==> src/rtl/ps2_key_decoder.sv <==
`default_nettype none
// ============================================================================
// Module   : ps2_key_decoder
// Purpose  : Deserialises a raw PS/2 keyboard clock/data pair in the clk_sys
//            domain and turns scan-code bytes into toggle-flagged key events
//            {toggle, pressed, extended, code[7:0]}, stripping E0/F0 prefixes.
// Revision : 1.0 - initial release
// ============================================================================
module ps2_key_decoder #(
  parameter int unsigned FILTER_LEN = 8,
  parameter int unsigned TIMEOUT    = 36000
) (
  input  logic        clk_sys,
  input  logic        reset,
  input  logic        ps2_clk_in,
  input  logic        ps2_data_in,
  output logic [10:0] ps2_key,
  output logic        byte_valid,
  output logic [7:0]  byte_data,
  output logic        frame_err
);

  localparam int unsigned c_wd_w      = $clog2(TIMEOUT + 1);
  localparam logic [7:0]  c_fcnt_last = 8'(FILTER_LEN - 1);
  localparam logic [c_wd_w-1:0] c_wd_last = c_wd_w'(TIMEOUT - 1);

  typedef enum logic [1:0] {
    ST_IDLE   = 2'd0,
    ST_DATA   = 2'd1,
    ST_PARITY = 2'd2,
    ST_STOP   = 2'd3
  } state_t;

  logic              r_clk_s1, r_clk_s2;
  logic              r_dat_s1, r_dat_s2;
  logic              r_filt, r_filt_d;
  logic [7:0]        r_fcnt;
  logic [c_wd_w-1:0] r_wd;
  state_t            r_state, w_state_nx;
  logic [2:0]        r_cnt, w_cnt_nx;
  logic [7:0]        r_sreg, w_sreg_nx;
  logic              r_par, w_par_nx;
  logic              r_ext, r_brk;
  logic              w_fe;
  logic              w_eval;
  logic              w_good;
  logic              w_timeout;

  // Two-flop synchronisers; idle PS/2 lines sit high, so reset to 1.
  always_ff @(posedge clk_sys or posedge reset) begin
    if (reset) begin
      r_clk_s1 <= 1'b1;
      r_clk_s2 <= 1'b1;
      r_dat_s1 <= 1'b1;
      r_dat_s2 <= 1'b1;
    end else begin
      r_clk_s1 <= ps2_clk_in;
      r_clk_s2 <= r_clk_s1;
      r_dat_s1 <= ps2_data_in;
      r_dat_s2 <= r_dat_s1;
    end
  end

  // Clock deglitch: level flips only after FILTER_LEN consecutive disagreeing samples.
  always_ff @(posedge clk_sys or posedge reset) begin
    if (reset) begin
      r_filt   <= 1'b1;
      r_filt_d <= 1'b1;
      r_fcnt   <= '0;
    end else begin
      r_filt_d <= r_filt;
      if (r_clk_s2 == r_filt) begin
        r_fcnt <= '0;
      end else if (r_fcnt == c_fcnt_last) begin
        r_filt <= ~r_filt;
        r_fcnt <= '0;
      end else begin
        r_fcnt <= r_fcnt + 8'd1;
      end
    end
  end

  assign w_fe = r_filt_d & ~r_filt;

  // Watchdog: measures the gap between falling edges while a frame is open.
  always_ff @(posedge clk_sys or posedge reset) begin
    if (reset) begin
      r_wd <= '0;
    end else if (w_fe || (r_state == ST_IDLE) || w_timeout) begin
      r_wd <= '0;
    end else begin
      r_wd <= r_wd + 1'b1;
    end
  end

  // Frame FSM state and shift registers.
  always_ff @(posedge clk_sys or posedge reset) begin
    if (reset) begin
      r_state <= ST_IDLE;
      r_cnt   <= '0;
      r_sreg  <= '0;
      r_par   <= 1'b0;
    end else begin
      r_state <= w_state_nx;
      r_cnt   <= w_cnt_nx;
      r_sreg  <= w_sreg_nx;
      r_par   <= w_par_nx;
    end
  end

  // Next-state logic; w_eval marks the stop-bit edge where the frame is judged.
  always_comb begin
    w_state_nx = r_state;
    w_cnt_nx   = r_cnt;
    w_sreg_nx  = r_sreg;
    w_par_nx   = r_par;
    w_eval     = 1'b0;
    w_timeout  = 1'b0;
    w_good     = r_dat_s2 & (^{r_sreg, r_par});
    if ((r_state != ST_IDLE) && !w_fe && (r_wd == c_wd_last)) begin
      w_timeout  = 1'b1;
      w_state_nx = ST_IDLE;
    end else if (w_fe) begin
      case (r_state)
        ST_IDLE: begin
          if (!r_dat_s2) begin
            w_state_nx = ST_DATA;
            w_cnt_nx   = '0;
          end
        end
        ST_DATA: begin
          w_sreg_nx = {r_dat_s2, r_sreg[7:1]};
          w_cnt_nx  = r_cnt + 3'd1;
          if (r_cnt == 3'd7) begin
            w_state_nx = ST_PARITY;
          end
        end
        ST_PARITY: begin
          w_par_nx   = r_dat_s2;
          w_state_nx = ST_STOP;
        end
        ST_STOP: begin
          w_eval     = 1'b1;
          w_state_nx = ST_IDLE;
        end
        default: w_state_nx = ST_IDLE;
      endcase
    end
  end

  // Byte decode: prefix tracking, event generation and status pulses.
  always_ff @(posedge clk_sys or posedge reset) begin
    if (reset) begin
      ps2_key    <= '0;
      byte_valid <= 1'b0;
      byte_data  <= '0;
      frame_err  <= 1'b0;
      r_ext      <= 1'b0;
      r_brk      <= 1'b0;
    end else begin
      byte_valid <= 1'b0;
      frame_err  <= 1'b0;
      if (w_timeout) begin
        frame_err <= 1'b1;
        r_ext     <= 1'b0;
        r_brk     <= 1'b0;
      end else if (w_eval) begin
        if (w_good) begin
          byte_valid <= 1'b1;
          byte_data  <= r_sreg;
          case (r_sreg)
            8'hE0: r_ext <= 1'b1;
            8'hF0: r_brk <= 1'b1;
            8'hFA, 8'hAA, 8'hEE, 8'hFE, 8'h00, 8'hFF: begin
              r_ext <= 1'b0;
              r_brk <= 1'b0;
            end
            default: begin
              ps2_key <= {~ps2_key[10], ~r_brk, r_ext, r_sreg};
              r_ext   <= 1'b0;
              r_brk   <= 1'b0;
            end
          endcase
        end else begin
          frame_err <= 1'b1;
          r_ext     <= 1'b0;
          r_brk     <= 1'b0;
        end
      end
    end
  end

endmodule
`default_nettype wire

==> config.mk <==
export PLATFORM = sky130hd
export DESIGN_NAME = ps2_key_decoder
export DESIGN_NICKNAME = d
export VERILOG_FILES = /design/src/rtl/ps2_key_decoder.sv
export SDC_FILE = /design/constraint.sdc
export NUM_CORES = 1
export LEC_CHECK = 0
export BUFFER_PORTS_ARGS = -buffer_cell sky130_fd_sc_hd__buf_2
export CAP_MARGIN = 20
export CORE_AREA = 2 2 81 83
export DETAILED_ROUTE_END_ITERATION = 16
export DIE_AREA = 0 0 83 85
export HOLD_SLACK_MARGIN = 0.06
export MAX_ROUTING_LAYER = met4
export PLACE_DENSITY = 0.67
export REMOVE_ABC_BUFFERS = 1
export SYNTH_ARGS = -nofsm -noshare
export SYNTH_HDL_FRONTEND = slang
export SYNTH_SLANG_ARGS = --single-unit
==> constraint.sdc <==
create_clock -name clk_sys -period 3.05 [get_ports clk_sys]
set_input_delay 0.305 -clock clk_sys [delete_from_list [all_inputs] [get_ports clk_sys]]
set_output_delay 0.305 -clock clk_sys [all_outputs]
set_load 0.01 [all_outputs]
# ---- Word level (Yosys, flattened, before mapping)
# Cells that the tools add are included.
dict set report totals {
  regBits 67
  latch_bits 0
  ram_bits 0
  romBits 0
  input_bits 4
  out_inout_bits 21
  wordCells 99
  mem_count 0
}
dict set report op_classes {
  n_addsub 3
  multipliers 0
  div_mod_pow 0
  order_cmp 0
  eq_ne 19
  n_shift 0
  n_mux 28
  n_bitwise 9
  n_reduce_logical 22
}
# cell count
set op_table {}
lappend op_table {{8-bit equality test, second input constant} 7}
lappend op_table {{16-bit by 1-bit adder with 16-bit output, second input constant} 1}
lappend op_table {{16-bit equality test, second input constant} 1}
lappend op_table {{1-bit two-way mux} 16}
lappend op_table {{16-bit two-way mux} 1}
lappend op_table {{8-bit two-way mux} 2}
lappend op_table {{3-bit AND reduction} 4}
lappend op_table {{3-bit inequality test, second input constant} 3}
lappend op_table {{9-bit XOR reduction} 1}
lappend op_table {{8-bit by 1-bit adder with 8-bit output, second input constant} 1}
lappend op_table {{8-bit by 3-bit equality test with 1-bit output, second input constant} 1}
lappend op_table {{8-bit logical NOT} 1}
lappend op_table {{2-bit two-way mux} 4}
lappend op_table {{2-bit case mux with 4 select lines} 1}
lappend op_table {{4-bit AND reduction} 2}
lappend op_table {{2-bit nonzero test} 4}
lappend op_table {{8-bit OR reduction} 1}
lappend op_table {{1-bit inverter} 7}
lappend op_table {{3-bit case mux with 2 select lines} 1}
lappend op_table {{2-bit AND reduction} 3}
lappend op_table {{2-bit equality test, second input constant} 2}
lappend op_table {{1-bit case mux with 2 select lines} 2}
lappend op_table {{3-bit by 1-bit adder with 3-bit output, second input constant} 1}
lappend op_table {{3-bit equality test, second input constant} 1}
lappend op_table {{other kinds (10)} 13}

# ---- Depth between registers and ports, before layout
# Gate-level depths: netlist (run 1).
dict set report logic_depth {
  ltp_word 8
  ltp_mapped 7
  mapped_depth_nobuf 6
}

# ---- Worst setup path after synthesis (run 1)
# OpenSTA, ideal clock, no wires.
dict set report synth_timing {
  path_kind {reg2reg}
  from {register r_sreg[3]}
  to {register ps2_key[0]}
  setup_ns 0.125
  t_arrival_ns 1.853
  required_ns 2.925
  path_slack_ns 1.072
  path_stages_with_launch 7
  path_buffers 1
  synth_period_minus_slack_ns 1.978
  path_cell_list {dfrtp_1 -> xor2_1 -> xnor3_1 -> xnor2_2 -> nand4_2 -> buf_6 -> mux2_4}
}
dict set report synth_via {
  elab_chain_len 4
  word_cells_on_any_way 13
  cone_classes {eq/ne (7); bitwise (2); reduce/logical (4)}
}
# element line
set synth_lines {}
lappend synth_lines {{start: declaration} 41} ;# logic [7:0] r_sreg, w_sreg_nx;
lappend synth_lines {{start signal: assignment} 106} ;# r_sreg <= w_sreg_nx;
lappend synth_lines {{8-bit equality test or 8-bit logical NOT (tied branches)} 171} ;# case (r_sreg)
lappend synth_lines {{8-bit OR reduction (no source line)} -}
lappend synth_lines {{1-bit inverter (no source line)} -}
lappend synth_lines {{4-bit AND reduction (no source line) (*)} -}
lappend synth_lines {{end signal: assignment} 179} ;# ps2_key <= {~ps2_key[10], ~r_brk, r_ext, r_sreg};
lappend synth_lines {{end: declaration} 17} ;# output logic [10:0] ps2_key,
# Mark *: on every way between the ends. The rest lies on a longest branch, timed or not.
# A chain may end at the register's enable or synchronous reset.

# ---- Worst setup path after layout (run 1)
dict set report layout_timing {
  from {register r_sreg[4]}
  to {register ps2_key[0]}
}
# The elaborated chain is that of the path after synthesis.

==> results of run 1 <==
[through the flow]
| stage | hold WS, ns | instance area [sq um] | utilization, % | std cells | setup WS [ns] |
|---|---|---|---|---|---|
| final | 0.2017 | 3465 | 55.84 | 361 | 0.5433 |
| after global placement | 0.3475 | 3203 | 51.62 | 343 | 0.6666 |
| after floorplan | 0.3095 | 2972 | - | 240 | 0.8316 |
| after global routing | 0.2813 | 3465 | 55.84 | 361 | 0.4370 |
| after CTS | 0.2250 | 3465 | 55.84 | 361 | 0.5296 |
| after detailed placement | 0.3472 | 3203 | 51.62 | 343 | 0.5363 |
[metal layers]
metal / wire length (um) / track usage, %
met1: 2318 / 19.18
met2: 2350 / 24.71
met3: 170 / 3.891
met4: 84 / 8.942
met5: 0 / -
[what timing repair did]
item / in CTS / in global routing
resized for setup: 0 / 0
hold buffers: 2 / 0
endpoints found under the setup margin: 0 / 0
endpoints found under the hold margin: 2 / 0
[synth_stat cells (2+ instances only)]
cell type  number  area [sq um]
a21boi_0        2         15.01
dfstp_2         6         157.7
a32o_1          2         20.02
nand2_1        15         56.30
mux2i_1         2         20.02
dfrtp_1        61          1526
xor2_1         13         113.9
inv_1           7         26.28
nor2_1         27         101.4
clkbuf_1        5         18.77
nor3_1          9         45.04
o21ai_0         5         25.02
ha_1            9         112.6
mux2_2         19         214.0
xnor2_1        14         122.6
and3_1          9         56.30
nor4_1          4         25.02
mux2_4          8         120.1
nor2b_1         2         12.51
nand4_1         3         18.77
nand3_1         7         35.03
[cells by family after synthesis]
kind of cell / count (synthesis) / synth area share, %
flops: 67 / 56.11
simple gates: 85 / 14.13
mux: 29 / 11.80
xor+xnor: 29 / 9.171
fa+ha+maj: 9 / 3.752
compound gates: 14 / 3.168
buf+inv: 13 / 1.876
[worst paths after layout]
check | endpoint
hold reg to reg | r_clk_s2$_DFF_PP1_
setup reg to reg | ps2_key[0]$_DFFE_PP0P_
min in group clk_sys | r_clk_s2$_DFF_PP1_
hold / removal | r_fcnt[5]$_DFF_PP0_
max in group asynchronous | byte_data[5]$_DFFE_PP0P_
setup / recovery | ps2_key[0]$_DFFE_PP0P_
[layout make-up]
class                           count  area (sq um)  share of cell area (%)
Sequential cell                    67          1684                   48.61
Clock inverter                      5         100.1                   2.889
Clock buffer                       11         141.4                   4.081
Multi-Input combinational cell    166          1261                   36.40
Tap cell                           77         96.34                   2.781
Timing Repair Buffer               28         155.1                   4.478
Inverter                            7         26.28                  0.7584
[worst max-delay path: stages, from the launching register on]
cell and delay (ns):
dfrtp_1 0.54, xor2_1 0.21, xnor3_1 0.46, xnor2_2 0.28
nand4_2 0.45, mux2_4 0.44
[power groups by stage]
stage               clock [mW]  sequential, mW  combinational (mW)
finish                   0.887            1.07               0.436
floorplan                    0            1.07               0.351
detailed placement           0            1.09               0.443
global placement             0            1.09               0.428
CTS                      0.910            1.07               0.444
global route             0.949            1.09               0.497
[sequential cells by signal, indices dropped and copies added, names as in the netlist, 2 cells and up]
name / count
r_sreg: 8
byte_data: 8
r_cnt: 3
r_wd: 16
r_state: 2
ps2_key: 11
r_fcnt: 8
==> metrics.yaml, run 1 <==
status: "finished clean"
postCtsSetupBuffers: 0
path_clk_slew_ns: 0.07
synth-main-ff-cell: "dfrtp_1"
synthDistinctLibCells: 38
ios: 25
drv_cap: 0
worst-setup-path-type: "flop to flop"
post-route-drc-count: 0
cts.sink_count: 67
cts_root_buffer: "clkbuf_8"
fin_nets: 292
cp.arrival_ns: 2.72
reg2reg_slack_ns: 0.54
finalWeightedCongestion: 0.8174
dieArea_sq_um: 7055
power.share.clock_pct: 37.1
period_share_pct: 82.19
fmax_mhz: 398.9
area_growth_syn_to_layout_pct: 15.42
p_int_mw: 1.735
rows: 29
routed_wl_um: 4923
endpoint_kind: "flop"
r2r-start: "r_sreg[4]$_DFFE_PP0P_"
finalPower_mw: 2.395
grt_max_degree: 68
yosysWarnings: 0
die_h_um: 85
worst_pin_slew_ns: 0.8085
setup_viol: 0
cts-htree-levels: 3
ys_async_sr_fraction_pct: 100.0
syn_avg_cell_area_sq_um: 12.20
ys_ff_latch: 67
finalHoldViolCount: 0
p_per_area_nw_per_um2: 691.2
place_hpwl_um: 3315
r2r_cells: 5
p_sw_uw: 659.7
netlist_area_sq_um: 3002
setup.worst_path.start_class: "flop"
ant_nets: 0
drt-vias-per-instance: 5.197
p_seq_share_pct: 44.8
drt-pass1-iter-count: 4
layout_common_cells: "dfrtp_1, nor2_1, buf_2"
cp.required_ns: 3.27
core_sq_um: 6205
n_antenna_cell: 0
drtIter0Drc: 153
hp-class: "input port to asynchronous set/reset pin"
io_buffers: 24
clock_skew_ns: 0.007174
cts_tree: "built"
crit_start: "r_sreg[4]$_DFFE_PP0P_"
grt.total_usage_pct: 15.93
seq_area_frac_synth_pct: 56.11
syn_inst: 246
power.combinational.fraction_pct: 18.2
nFillCells: 557
final_common_cell: "dfrtp_1"
die_width_um: 83
antenna_found_initial: 0
drive_gt1_share_pct: 28.17
insertion_delay_ns: 0.34
rsz0062_at_grt: "no"
peakVddDrop_uv: 356.3
initial_utilization_pct: 48.38
slew_headroom_pct: 46.10
grt_remaining_overflow: 0
finalCriticalPeriod_ns: 2.507
grt_pass1_wl_um: 8611
numCtsBuffers: 9
synth_edf_count: 0
post_drt_wl_per_cell_um: 13.64
crit_fanout: 11
fin_setup_tns_ns: 0
swShare_pct: 27.55
drv_slew: 0
p_leak_nw: 1.777
clock_path_buffers: 2
vias: 1876
first_global_vias: 1891
Power figures use the tool's default switching activity.
==> run 2: changes to the inputs <==
- clock period: 3.05 -> 2.55 ns (I/O delays scaled with it)
==> run 2 against run 1 <==
Global-route usage fell by 0.33 points. Worst setup slack got worse by 0.36 ns. Non-clock buffer count rose by 2. Critical path type unchanged.
==> metrics.yaml, run 2 (synthesized netlist as in run 1, its figures left out) <==
cts-htree-levels: 3
cts_resized: 0
drive_gt1_share_pct: 28.67
dp.cells: 344
rsz0062_at_grt: "no"
dieArea_sq_um: 7055
fin_setup_tns_ns: 0
place_hpwl_um: 3232
p_int_mw: 1.952
clock_skew_ns: 0.008453
worst-setup-path-type: "flop to flop"
core_sq_um: 6205
first_global_vias: 1821
finalWeightedCongestion: 0.8064
cts.sink_count: 67
endpoint_kind: "flop"
worst_pin_slew_ns: 0.5446
swShare_pct: 28.86
io_buffers: 24
status: "finished clean"
post_drt_wl_per_cell_um: 13.07
drt-pass1-iter-count: 4
clock_path_buffers: 2
vias: 1824
reg.largest.list: "r_wd (16), ps2_key (11)"
drv_cap: 0
area_growth_syn_to_layout_pct: 15.59
drtIter0Drc: 91
cts_tree: "built"
post-place-ws_ns: 0.1780
power.combinational.fraction_pct: 19.0
numCtsBuffers: 9
post-route-drc-count: 0
nFillCells: 535
rows: 29
fin_nets: 294
p_sw_uw: 792.0
slowest_delay_ns: 0.46
drv_slew: 0
grt.total_usage_pct: 15.61
path_clk_slew_ns: 0.07
largest_reg_flops: 16
stdcell_count: 363
path_cells: "xnor2_1, xnor3_1, xnor2_2, nand4_2, mux2_4"
grt_remaining_overflow: 0
cp.arrival_ns: 2.58
reg2reg_slack_ns: 0.19
finalCriticalPeriod_ns: 2.364
finalPower_mw: 2.744
ant_nets: 0
cts_root_buffer: "clkbuf_8"
p_seq_share_pct: 46.7
period_share_pct: 92.72
routed_wl_um: 4745
die_h_um: 85
initial_utilization_pct: 48.38
grt_pass1_wl_um: 8404
drt-vias-per-instance: 5.025
n_antenna_cell: 0
power.share.clock_pct: 34.3
grt_max_degree: 49
layout_common_cells: "dfrtp_1, nor2_1, buf_2"
setup_viol: 0
worst_slack_ns: 0.1857
peakVddDrop_uv: 469.1
final_common_cell: "dfrtp_1"
cp.required_ns: 2.77
antenna_found_initial: 0
p_leak_nw: 1.769
die_width_um: 83
setup.worst_path.start_class: "flop"
slew_headroom_pct: 63.42
cp_slowest_cell: "dfrtp_1"
finalHoldViolCount: 0
fmax_mhz: 423.0
crit_fanout: 11
p_per_area_nw_per_um2: 790.9
insertion_delay_ns: 0.34
hp-class: "flop to flop"
largest-register: "r_wd"
ios: 25
[run 2: cell types whose count changed in the layout (fill, tap and decap cells not counted), sizes merged]
cell,change
clkinvlp,+3
clkbuf,-2
buf,+1
bufinv,-1
dlygate4sd3,+1
[run 2: layer usage]
layer / global-route usage, % / share of wire [%] / wire (um) / vias up
li1: - / - / - / 919
met1: 18.81 / 49 / 2315 / 872
met2: 23.68 / 45 / 2134 / 26
met3: 6.031 / 4.5 / 213 / 7
met4: 6.408 / 1.7 / 81 / 0
met5: - / 0 / 0 / -
[run 2: critical path: cells and delay by family, from the launching register on]
family	cells	cell delay (ns)
flops	1	0.46
xor+xnor	3	0.89
mux	1	0.44
simple gates	1	0.45
[run 2: power by group through the flow]
stage,clock network [mW],registers (mW),logic [mW]
6_report,0.940,1.28,0.521
5_1_grt,1.03,1.30,0.598
4_1_cts,0.975,1.28,0.537
3_5_place_dp,0,1.31,0.528
3_3_place_gp,0,1.30,0.515
2_1_floorplan,0,1.27,0.420
[run 2: worst paths after layout]
check                      depth (start not counted)                      to                   from
max in group asynchronous                          4      r_dat_s2$_DFF_PP1_                  reset
min in group asynchronous                          3     r_fcnt[1]$_DFF_PP0_                  reset
min reg2reg                                        0      r_clk_s2$_DFF_PP1_     r_clk_s1$_DFF_PP1_
max                                                5  ps2_key[5]$_DFFE_PP0P_  r_sreg[7]$_DFFE_PP0P_
max reg2reg                                        5  ps2_key[5]$_DFFE_PP0P_  r_sreg[7]$_DFFE_PP0P_
min                                                0      r_clk_s2$_DFF_PP1_     r_clk_s1$_DFF_PP1_
[run 2: timing repair]
item,CTS,global route
setup buffers,0,0
endpoints found under the hold margin,17,0
hold buffers,3,0
[run 2: area by class of cell]
cell class	count	area, sq um	share of cell area [%]
Timing Repair Buffer	30	185.2	5.337
Tap cell	77	96.34	2.777
Sequential cell	67	1684	48.54
Multi-Input combinational cell	166	1261	36.35
Inverter	7	26.28	0.7573
Clock buffer	9	123.9	3.570
Clock inverter	7	92.59	2.669
[run 2: stage by stage]
| step | instance area, sq um | hold WS, ns | utilization (%) |
|---|---|---|---|
| 5_1_grt | 3470 | 0.3603 | 55.92 |
| 4_1_cts | 3470 | 0.3516 | 55.92 |
| 2_1_floorplan | 2972 | 0.2595 | - |
| 6_report | 3470 | 0.3491 | 55.92 |
| 3_5_place_dp | 3223 | 0.2832 | 51.95 |
| 3_3_place_gp | 3223 | 0.2816 | 51.95 |
